[src/rtl/lc3_pkg.sv]
// Shared LC3 definitions: opcode constants, memory-stage state type and opcode classifiers.
package lc3_pkg;

    localparam logic [3:0] OP_BR   = 4'b0000;
    localparam logic [3:0] OP_ADD  = 4'b0001;
    localparam logic [3:0] OP_LD   = 4'b0010;
    localparam logic [3:0] OP_ST   = 4'b0011;
    localparam logic [3:0] OP_JSR  = 4'b0100;
    localparam logic [3:0] OP_AND  = 4'b0101;
    localparam logic [3:0] OP_LDR  = 4'b0110;
    localparam logic [3:0] OP_STR  = 4'b0111;
    localparam logic [3:0] OP_RTI  = 4'b1000;
    localparam logic [3:0] OP_NOT  = 4'b1001;
    localparam logic [3:0] OP_LDI  = 4'b1010;
    localparam logic [3:0] OP_STI  = 4'b1011;
    localparam logic [3:0] OP_JMP  = 4'b1100;
    localparam logic [3:0] OP_RES  = 4'b1101;
    localparam logic [3:0] OP_LEA  = 4'b1110;
    localparam logic [3:0] OP_TRAP = 4'b1111;

    typedef enum logic [2:0] {
        StIdle,
        StIndRd,
        StDataRd,
        StDataWr,
        StFin
    } ma_state_t;

    function automatic logic is_load(input logic [3:0] op);
        return (op == OP_LD) || (op == OP_LDR) || (op == OP_LDI);
    endfunction

    function automatic logic is_store(input logic [3:0] op);
        return (op == OP_ST) || (op == OP_STR) || (op == OP_STI);
    endfunction

    function automatic logic is_indirect(input logic [3:0] op);
        return (op == OP_LDI) || (op == OP_STI);
    endfunction

endpackage

[src/rtl/mem_access.sv]
// LC3 memory-access stage: runs direct and indirect loads/stores over a req/ready port
// and returns load data for writeback and the execute bypass.
module mem_access
    import lc3_pkg::*;
(
    input  logic        clk,
    input  logic        rst_n,
    input  logic        start,
    input  logic [15:0] IR_Exec,
    input  logic [15:0] pcout,
    input  logic [15:0] M_Data,
    input  logic [2:0]  dr_in,
    input  logic [1:0]  W_Control_in,
    output logic        busy,
    output logic        mem_req,
    output logic        mem_we,
    output logic [15:0] mem_addr,
    output logic [15:0] mem_wdata,
    input  logic        mem_ready,
    input  logic [15:0] mem_rdata,
    output logic        done,
    output logic [15:0] memout,
    output logic [15:0] Mem_Bypass_val,
    output logic [2:0]  dr_out,
    output logic [1:0]  W_Control_out
);

    ma_state_t   r_state;
    ma_state_t   w_state_next;
    logic [3:0]  w_op;
    logic        w_unused_ir;

    logic [3:0]  r_op;
    logic        r_req;
    logic        r_we;
    logic [15:0] r_addr;
    logic [15:0] r_wdata;
    logic [15:0] r_memout;
    logic [2:0]  r_dr;
    logic [1:0]  r_wc;

    assign w_op        = IR_Exec[15:12];
    assign w_unused_ir = ^IR_Exec[11:0];

    always_comb begin
        w_state_next = r_state;
        case (r_state)
            StIdle: begin
                if (start) begin
                    if (is_indirect(w_op))   w_state_next = StIndRd;
                    else if (is_load(w_op))  w_state_next = StDataRd;
                    else if (is_store(w_op)) w_state_next = StDataWr;
                    else                     w_state_next = StFin;
                end
            end
            StIndRd: begin
                if (mem_ready) w_state_next = is_store(r_op) ? StDataWr : StDataRd;
            end
            StDataRd: begin
                if (mem_ready) w_state_next = StFin;
            end
            StDataWr: begin
                if (mem_ready) w_state_next = StFin;
            end
            StFin:   w_state_next = StIdle;
            default: w_state_next = StIdle;
        endcase
    end

    // Memory-port registers only move on start or on an observed mem_ready, so the
    // request stays stable across wait cycles.
    always_ff @(posedge clk or negedge rst_n) begin
        if (!rst_n) begin
            r_state  <= StIdle;
            r_op     <= 4'd0;
            r_req    <= 1'b0;
            r_we     <= 1'b0;
            r_addr   <= 16'd0;
            r_wdata  <= 16'd0;
            r_memout <= 16'd0;
            r_dr     <= 3'd0;
            r_wc     <= 2'd0;
        end else begin
            r_state <= w_state_next;
            case (r_state)
                StIdle: begin
                    if (start) begin
                        r_op    <= w_op;
                        r_dr    <= dr_in;
                        r_wc    <= W_Control_in;
                        r_wdata <= M_Data;
                        if (w_state_next != StFin) begin
                            r_req  <= 1'b1;
                            r_addr <= pcout;
                            r_we   <= (w_state_next == StDataWr);
                        end
                    end
                end
                StIndRd: begin
                    if (mem_ready) begin
                        r_addr <= mem_rdata;
                        r_we   <= (w_state_next == StDataWr);
                    end
                end
                StDataRd: begin
                    if (mem_ready) begin
                        r_memout <= mem_rdata;
                        r_req    <= 1'b0;
                    end
                end
                StDataWr: begin
                    if (mem_ready) begin
                        r_req <= 1'b0;
                        r_we  <= 1'b0;
                    end
                end
                default: ;
            endcase
        end
    end

    assign busy           = (r_state != StIdle);
    assign done           = (r_state == StFin);
    assign mem_req        = r_req;
    assign mem_we         = r_we;
    assign mem_addr       = r_addr;
    assign mem_wdata      = r_wdata;
    assign memout         = r_memout;
    assign Mem_Bypass_val = r_memout;
    assign dr_out         = r_dr;
    assign W_Control_out  = r_wc;

endmodule

[config.mk]
export PLATFORM = sky130hd
export DESIGN_NAME = mem_access
export DESIGN_NICKNAME = d
export VERILOG_FILES = /design/src/rtl/lc3_pkg.sv /design/src/rtl/mem_access.sv
export SDC_FILE = /design/constraint.sdc
export NUM_CORES = 1
export LEC_CHECK = 0
export ABC_AREA = 1
export CAP_MARGIN = 40
export CELL_PAD_IN_SITES_DETAIL_PLACEMENT = 0
export CELL_PAD_IN_SITES_GLOBAL_PLACEMENT = 1
export CORE_ASPECT_RATIO = 1.5
export CORE_MARGIN = 5
export CORE_UTILIZATION = 28
export CTS_CLUSTER_SIZE = 12
export DETAILED_ROUTE_END_ITERATION = 12
export GPL_TIMING_DRIVEN = 0
export PLACE_DENSITY = 0.87
export SYNTH_ARGS = -nofsm -noshare
export SYNTH_HDL_FRONTEND = slang
export SYNTH_SLANG_ARGS = --single-unit
export TNS_END_PERCENT = 20
[constraint.sdc]
create_clock -name clk -period 1.7 [get_ports clk]
set_input_delay 0.51 -clock clk [delete_from_list [all_inputs] [get_ports clk]]
set_output_delay 0.51 -clock clk [all_outputs]
set_load 0.005 [all_outputs]
==> impl_metrics.py, run 1 <==
metrics = {
    "status": {
        "outcome": "complete, no violations",
    },
    "setup_path": {
        "crit_buf_inv": 2,
        "crit_chain": "buf_4 -> nor2_4 -> nand2_4 -> buf_2",
        "cpLargestDelayFamily": "flip-flops",
        "critPathMaxStageDelay_ps": 400,
        "slowest_stage": "dfrtp_2",
        "endpoint_kind": "output pin",
        "startpoint": "r_state[1]$_DFF_PN0_",
        "critical_path_required_ps": 1190,
        "path_max_fanout": 4,
        "arrival_ps": 1190,
        "r2r-start": "r_state[1]$_DFF_PN0_",
        "critPathKind": "reg -> out",
        "start_kind": "flip-flop",
    },
    "clocking": {
        "clockBufferDepth": 2,
        "cts-root-buf": "clkbuf_16",
        "cts_made_buffers": 9,
        "cts.reportedPaths.clkPinSlew_ps": 50,
        "htreeDepth": 3,
        "clock-sinks": 62,
        "clk_latency_ps": 320,
        "cts_tree": "built",
    },
    "synth": {
        "synth_nets": 396,
        "syn_inst": 323,
        "yosysWarningCount": 0,
        "synth_cell_types": 28,
        "synth-seq-cells": 62,
        "synth_top_cell_area_share_pct": 54.1,
        "syn_area_mm2": 0.00287,
        "avgSynthCellArea_um2": 8.89,
        "synth_top_area_cell": "dfrtp_1",
        "yosysSeqAreaShare_pct": 54.1,
        "synthTopCellsByArea": "dfrtp_1, nand2_1, o21ai_2, buf_4, o21ai_0",
    },
    "power": {
        "pwr_density_cell_mw_per_mm2": 1880,
        "leakagePower_uw": 0.00250,
        "worst_ir_drop_vdd_mv": 0.698,
        "p_total_uw": 8780,
    },
    "timing": {
        "finalCritPeriodShare_pct": 99.7,
        "hold_viol_final": 0,
        "maxSlewViolCount": 0,
        "worstMarginPinSlew_ps": 803,
        "finalClockSkew_ps": 7.74,
        "finalSetupTns_ps": 0,
        "rsz0062_at_grt": "yes",
        "setup_viol": 0,
        "fmax_ghz": 0.590,
        "layout_min_cycle_time_ps": 1700,
        "slew_headroom_pct": 46.5,
        "holdWs_ps": 278,
    },
    "drt": {
        "postRouteAntennaNets": 0,
        "drc_errors": 0,
        "wl_per_cell_um": 14.9,
        "routed-via-count": 2719,
        "drt_pre_antenna_iters": 4,
        "avgViaCountPerCell": 4.52,
        "wl_um": 8980,
        "drtIter0Drc": 61,
    },
    "finish": {
        "mostFrequentLayoutCell": "nand2_1",
        "drive_above_1_share_pct": 21.4,
        "areaGrowthSynthToFinish_pct": 62.6,
        "num-nets-final": 553,
        "layoutNonFillerInstCount": 602,
        "final_core_util_pct": 46.3,
        "antenna_cells": 0,
        "layout_common_cells": "nand2_1, dfrtp_1, clkdlybuf4s50_1, dlygate4sd2_1, buf_4",
    },
    "global_routing": {
        "top_usage_layer": "met2",
        "use_met2_pct": 25.0,
        "grt_pass1_vias": 2802,
        "gr-total-overflow": 0,
        "antenna_found_initial": 0,
        "grt_use_total_pct": 14.5,
        "grt_pass1_wl_um": 14000,
        "use_met1_pct": 15.4,
        "grt_start_max_net_pins": 63,
        "grtUsageMet3_pct": 5.89,
    },
    "die": {
        "io_pins": 146,
        "core_area_mm2": 0.0101,
        "die_height_um": 134,
        "initial_core_util_pct": 28.5,
        "die_w_um": 92.7,
        "rows": 45,
        "fp.dieArea_mm2": 0.0124,
    },
    "placed_design": {
        "placed_cells": 573,
        "numPortBuffers": 133,
        "gp_congestion": 0.831,
        "hpwl_um": 6960,
    },
    "hold_path": {
        "hp-class": "in -> async",
    },
    "flow_run": {
        "maxCapViolations": 0,
    },
}
==> flip-flops by register name (all words and copies together) (netlist names) <==
| register | cells |
|---|---|
| Mem_Bypass_val | 16 |
| dr_out | 3 |
| mem_wdata | 16 |
| mem_we | 1 |
| r_state | 3 |
| mem_addr | 16 |
| r_op | 4 |
| W_Control_out | 2 |
| mem_req | 1 |
==> cells by family after synthesis <==
| kind of cell | after synthesis | synth area share, % |
|---|---|---|
| buffers and inverters | 53 | 10.2 |
| AOI/OAI and AO/OA | 55 | 13.2 |
| DFF | 62 | 54.1 |
| and+or+nand+nor | 153 | 22.5 |
==> cell type report <==
class                   count  area (um^2)
multi-input cells         208         1040
plain buffers              29          206
well taps                 117          146
fillers                  1011         5410
clock buffers              15          258
clock inverters             1         5.00
repair buffers            146         1360
flip-flops and latches     62         1560
inverters                  24         92.6
==> cells in the mapped netlist, drive strengths merged <==
| cell type | instances |
|---|---|
| or2 | 2 |
| buf | 28 |
| nor3 | 2 |
| dfrtp | 62 |
| nand3b | 1 |
| a21o | 1 |
| o21bai | 1 |
| inv | 24 |
| nand2 | 136 |
| nor2 | 4 |
| clkbuf | 1 |
| o211ai | 1 |
| a21oi | 4 |
| a21boi | 1 |
| nand4 | 2 |
| nand3 | 6 |
| o21ai | 47 |
==> per-stage QoR <==
stage	cell area [um^2]	worst slack, ps
after global routing	4670	-36.5
after global placement	4350	-1930
after floorplan	2870	254
after CTS	4610	-42.5
final	4670	4.41
after detailed placement	4350	-442
==> metal layers <==
metal / vias to the layer above / wire [um]
li1: 1317 / -
met1: 1252 / 3350
met2: 133 / 4420
met3: 17 / 948
met4: 0 / 267
met5: - / 0
==> final timing paths <==
path | endpoint | slack (ps) | cells after the start
max in group asynchronous | r_state[0]$_DFF_PN0_ | 830 | 1
worst min-delay path | mem_addr[8]$_DFFE_PN0P_ | 280 | 1
worst max-delay path | busy | 4 | 4
worst min register to register | dr_out[0]$_DFFE_PN0P_ | 460 | 2
min in group clk | dr_out[0]$_DFFE_PN0P_ | 460 | 2
worst max register to register | mem_addr[7]$_DFFE_PN0P_ | 210 | 8
==> timing repair <==
action | in CTS | in global routing
pin swaps | 3 | 2
gates resized for setup | 76 | 17
endpoints found under the setup margin | 79 | 41
setup buffers | 10 | 3
hold endpoints to repair | 0 | 0
hold buffers | 0 | 0
==> report_power, final <==
part / total [uW] / internal, uW / switching, uW
clock: 1620 / 1020 / 591
sequential: 2650 / 2220 / 423
combinational: 4520 / 2280 / 2240
total: 8780 / 5530 / 3260
Power figures use the tool's default switching activity.
==> run 2, diff against run 1 <==
GPL_TIMING_DRIVEN = unset   (was 0)
REMOVE_ABC_BUFFERS = 1   (was unset)
TNS_END_PERCENT = 50   (was 20)
==> run 2 against run 1 <==
Effect of this change:
- worst hold slack got worse by 75 ps
- clock skew is 3.8 ps lower
- fmax increased by 1.3%
- largest cell class unchanged
- core utilization down 0.26 points
- combinational power down 3%
- largest power group unchanged
- via count is 4.3% lower
- worst setup slack better by 22 ps
- cell count decreased by 2.2%
- sequential power decreased by 2%
- highest routed layer unchanged
==> impl_metrics.py, run 2 (synthesis gave the netlist of run 1 again) <==
metrics = {
    "finish": {
        "mostFrequentLayoutCell": "nand2_1",
        "num-nets-final": 541,
        "layoutNonFillerInstCount": 589,
        "fillerInstances": 1010,
        "areaGrowthSynthToFinish_pct": 61.7,
        "fin_area_mm2": 0.00464,
        "antenna_cells": 0,
        "drive_above_1_share_pct": 17.2,
        "layout_common_cells": "nand2_1, dfrtp_1, clkdlybuf4s50_1, dlygate4sd2_1, buf_4",
        "final_core_util_pct": 46.0,
    },
    "power": {
        "worst_ir_drop_vdd_mv": 0.673,
        "pwr_density_cell_mw_per_mm2": 1840,
        "p_total_uw": 8530,
        "leakagePower_uw": 0.00254,
    },
    "global_routing": {
        "grt_pass1_wl_um": 13000,
        "antenna_found_initial": 0,
        "grt_use_total_pct": 13.3,
        "grt_start_max_net_pins": 63,
        "grt_pass1_vias": 2714,
        "gr-total-overflow": 0,
    },
    "drt": {
        "wl_um": 7930,
        "drc_errors": 0,
        "routed-via-count": 2602,
        "avgViaCountPerCell": 4.42,
        "drt_pre_antenna_iters": 4,
        "postRouteAntennaNets": 0,
        "wl_per_cell_um": 13.5,
        "drtIter0Drc": 67,
    },
    "setup_path": {
        "crit_chain": "clkdlybuf4s50_1",
        "cpLargestDelayFamily": "buffers and inverters",
        "crit_buf_inv": 1,
        "reg2reg_depth": 9,
        "rr_endpoint": "mem_addr[5]$_DFFE_PN0P_",
        "startpoint": "mem_addr[5]$_DFFE_PN0P_",
        "critPathMaxStageDelay_ps": 500,
        "endpoint_kind": "output pin",
        "path_max_fanout": 2,
        "arrival_ps": 1160,
        "regToRegSetupSlack_ps": 140,
        "slowest_stage": "clkdlybuf4s50_1",
        "critical_path_required_ps": 1190,
        "critPathKind": "reg -> out",
        "start_kind": "flip-flop",
        "r2r-start": "r_state[1]$_DFF_PN0_",
    },
    "timing": {
        "fmax_ghz": 0.597,
        "holdWs_ps": 204,
        "rsz0062_at_grt": "no",
        "worstMarginPinSlew_ps": 443,
        "maxSlewViolCount": 0,
        "slew_headroom_pct": 70.4,
        "layout_min_cycle_time_ps": 1670,
        "hold_viol_final": 0,
        "setup_viol": 0,
        "finalCritPeriodShare_pct": 98.5,
        "finalClockSkew_ps": 3.94,
    },
    "clocking": {
        "clk_latency_ps": 320,
        "cts.reportedPaths.clkPinSlew_ps": 50,
        "cts-root-buf": "clkbuf_16",
        "htreeDepth": 3,
        "clockBufferDepth": 2,
        "cts_made_buffers": 9,
        "ctsHoldBuffers": 0,
        "clock-sinks": 62,
        "cts_tree": "built",
    },
    "status": {
        "outcome": "complete, no violations",
    },
    "die": {
        "fp.dieArea_mm2": 0.0124,
        "io_pins": 146,
        "initial_core_util_pct": 28.5,
        "die_height_um": 134,
        "core_area_mm2": 0.0101,
        "die_w_um": 92.7,
        "rows": 45,
    },
    "placed_design": {
        "hpwl_um": 5820,
        "numPortBuffers": 133,
        "placed_area_mm2": 0.00433,
        "gp_congestion": 0.802,
        "placed_cells": 562,
    },
    "flow_run": {
        "maxCapViolations": 0,
    },
    "hold_path": {
        "hp-class": "in -> async",
    },
}
## run 2: changes by cell type in the layout (fill, tap and decap cells not counted), sizes merged
cell	before	now
buf	48	33
clkdlybuf4s50	59	60
dlygate4sd2	56	52
clkbuf	17	13
clkinv	1	2
dlymetal6s2s	10	18
## run 2: through the flow
stage / worst slack (ps) / setup TNS, ps
after CTS: 1.05 / 0
after floorplan: 177 / 0
after global routing: 1.49 / 0
after detailed placement: -270 / -9420
final: 25.9 / 0
after global placement: -253 / -8200
## run 2: metal layers
metal,share of wire [%],wire (um),track usage (%)
met1,37,2960,14.0
met2,51,4070,23.7
met3,7.9,623,3.76
met4,3.5,281,7.42
met5,0,0,0
## run 2: layout make-up
class	instances	area [um^2]	share of cell area (%)
clock inverter	2	10.0	0.216
clock buffer	13	240	5.18
inverter	24	90.1	1.94
multi-input combinational	208	1030	22.2
tap	117	146	3.15
sequential	62	1550	33.4
timing repair buffer	163	1570	33.9
## run 2: what timing repair did
item,4_1_cts,5_1_grt
gates resized for setup,61,19
setup endpoints to repair,57,36
buffers inserted,12,0
cloned,0,0
pin swaps,1,0
## run 2: worst max path at each step
stage                                    to  slack (ps)  depth (start not counted)
floorplan           mem_addr[0]$_DFFE_PN0P_         180                          7
global placement    mem_addr[9]$_DFFE_PN0P_        -250                          7
detailed placement  mem_addr[1]$_DFFE_PN0P_        -270                          7
CTS                           mem_wdata[11]           1                          1
global route                    mem_addr[5]           1                          1
finish                          mem_addr[5]          30                          1
## run 2: power breakdown
group	switching, uW	internal (uW)	total, uW
clock network	573	971	1540
registers	379	2220	2600
logic	2170	2220	4390
total	3120	5410	8530
## run 2: worst register-to-register path: cells and delay by family, from the launching register on
| family | cells | cell delay, ps |
|---|---|---|
| flip-flops | 1 | 390 |
| AND/OR/NAND/NOR | 2 | 140 |
| AO/OA/AOI/OAI | 2 | 180 |
| buffers and inverters | 5 | 730 |
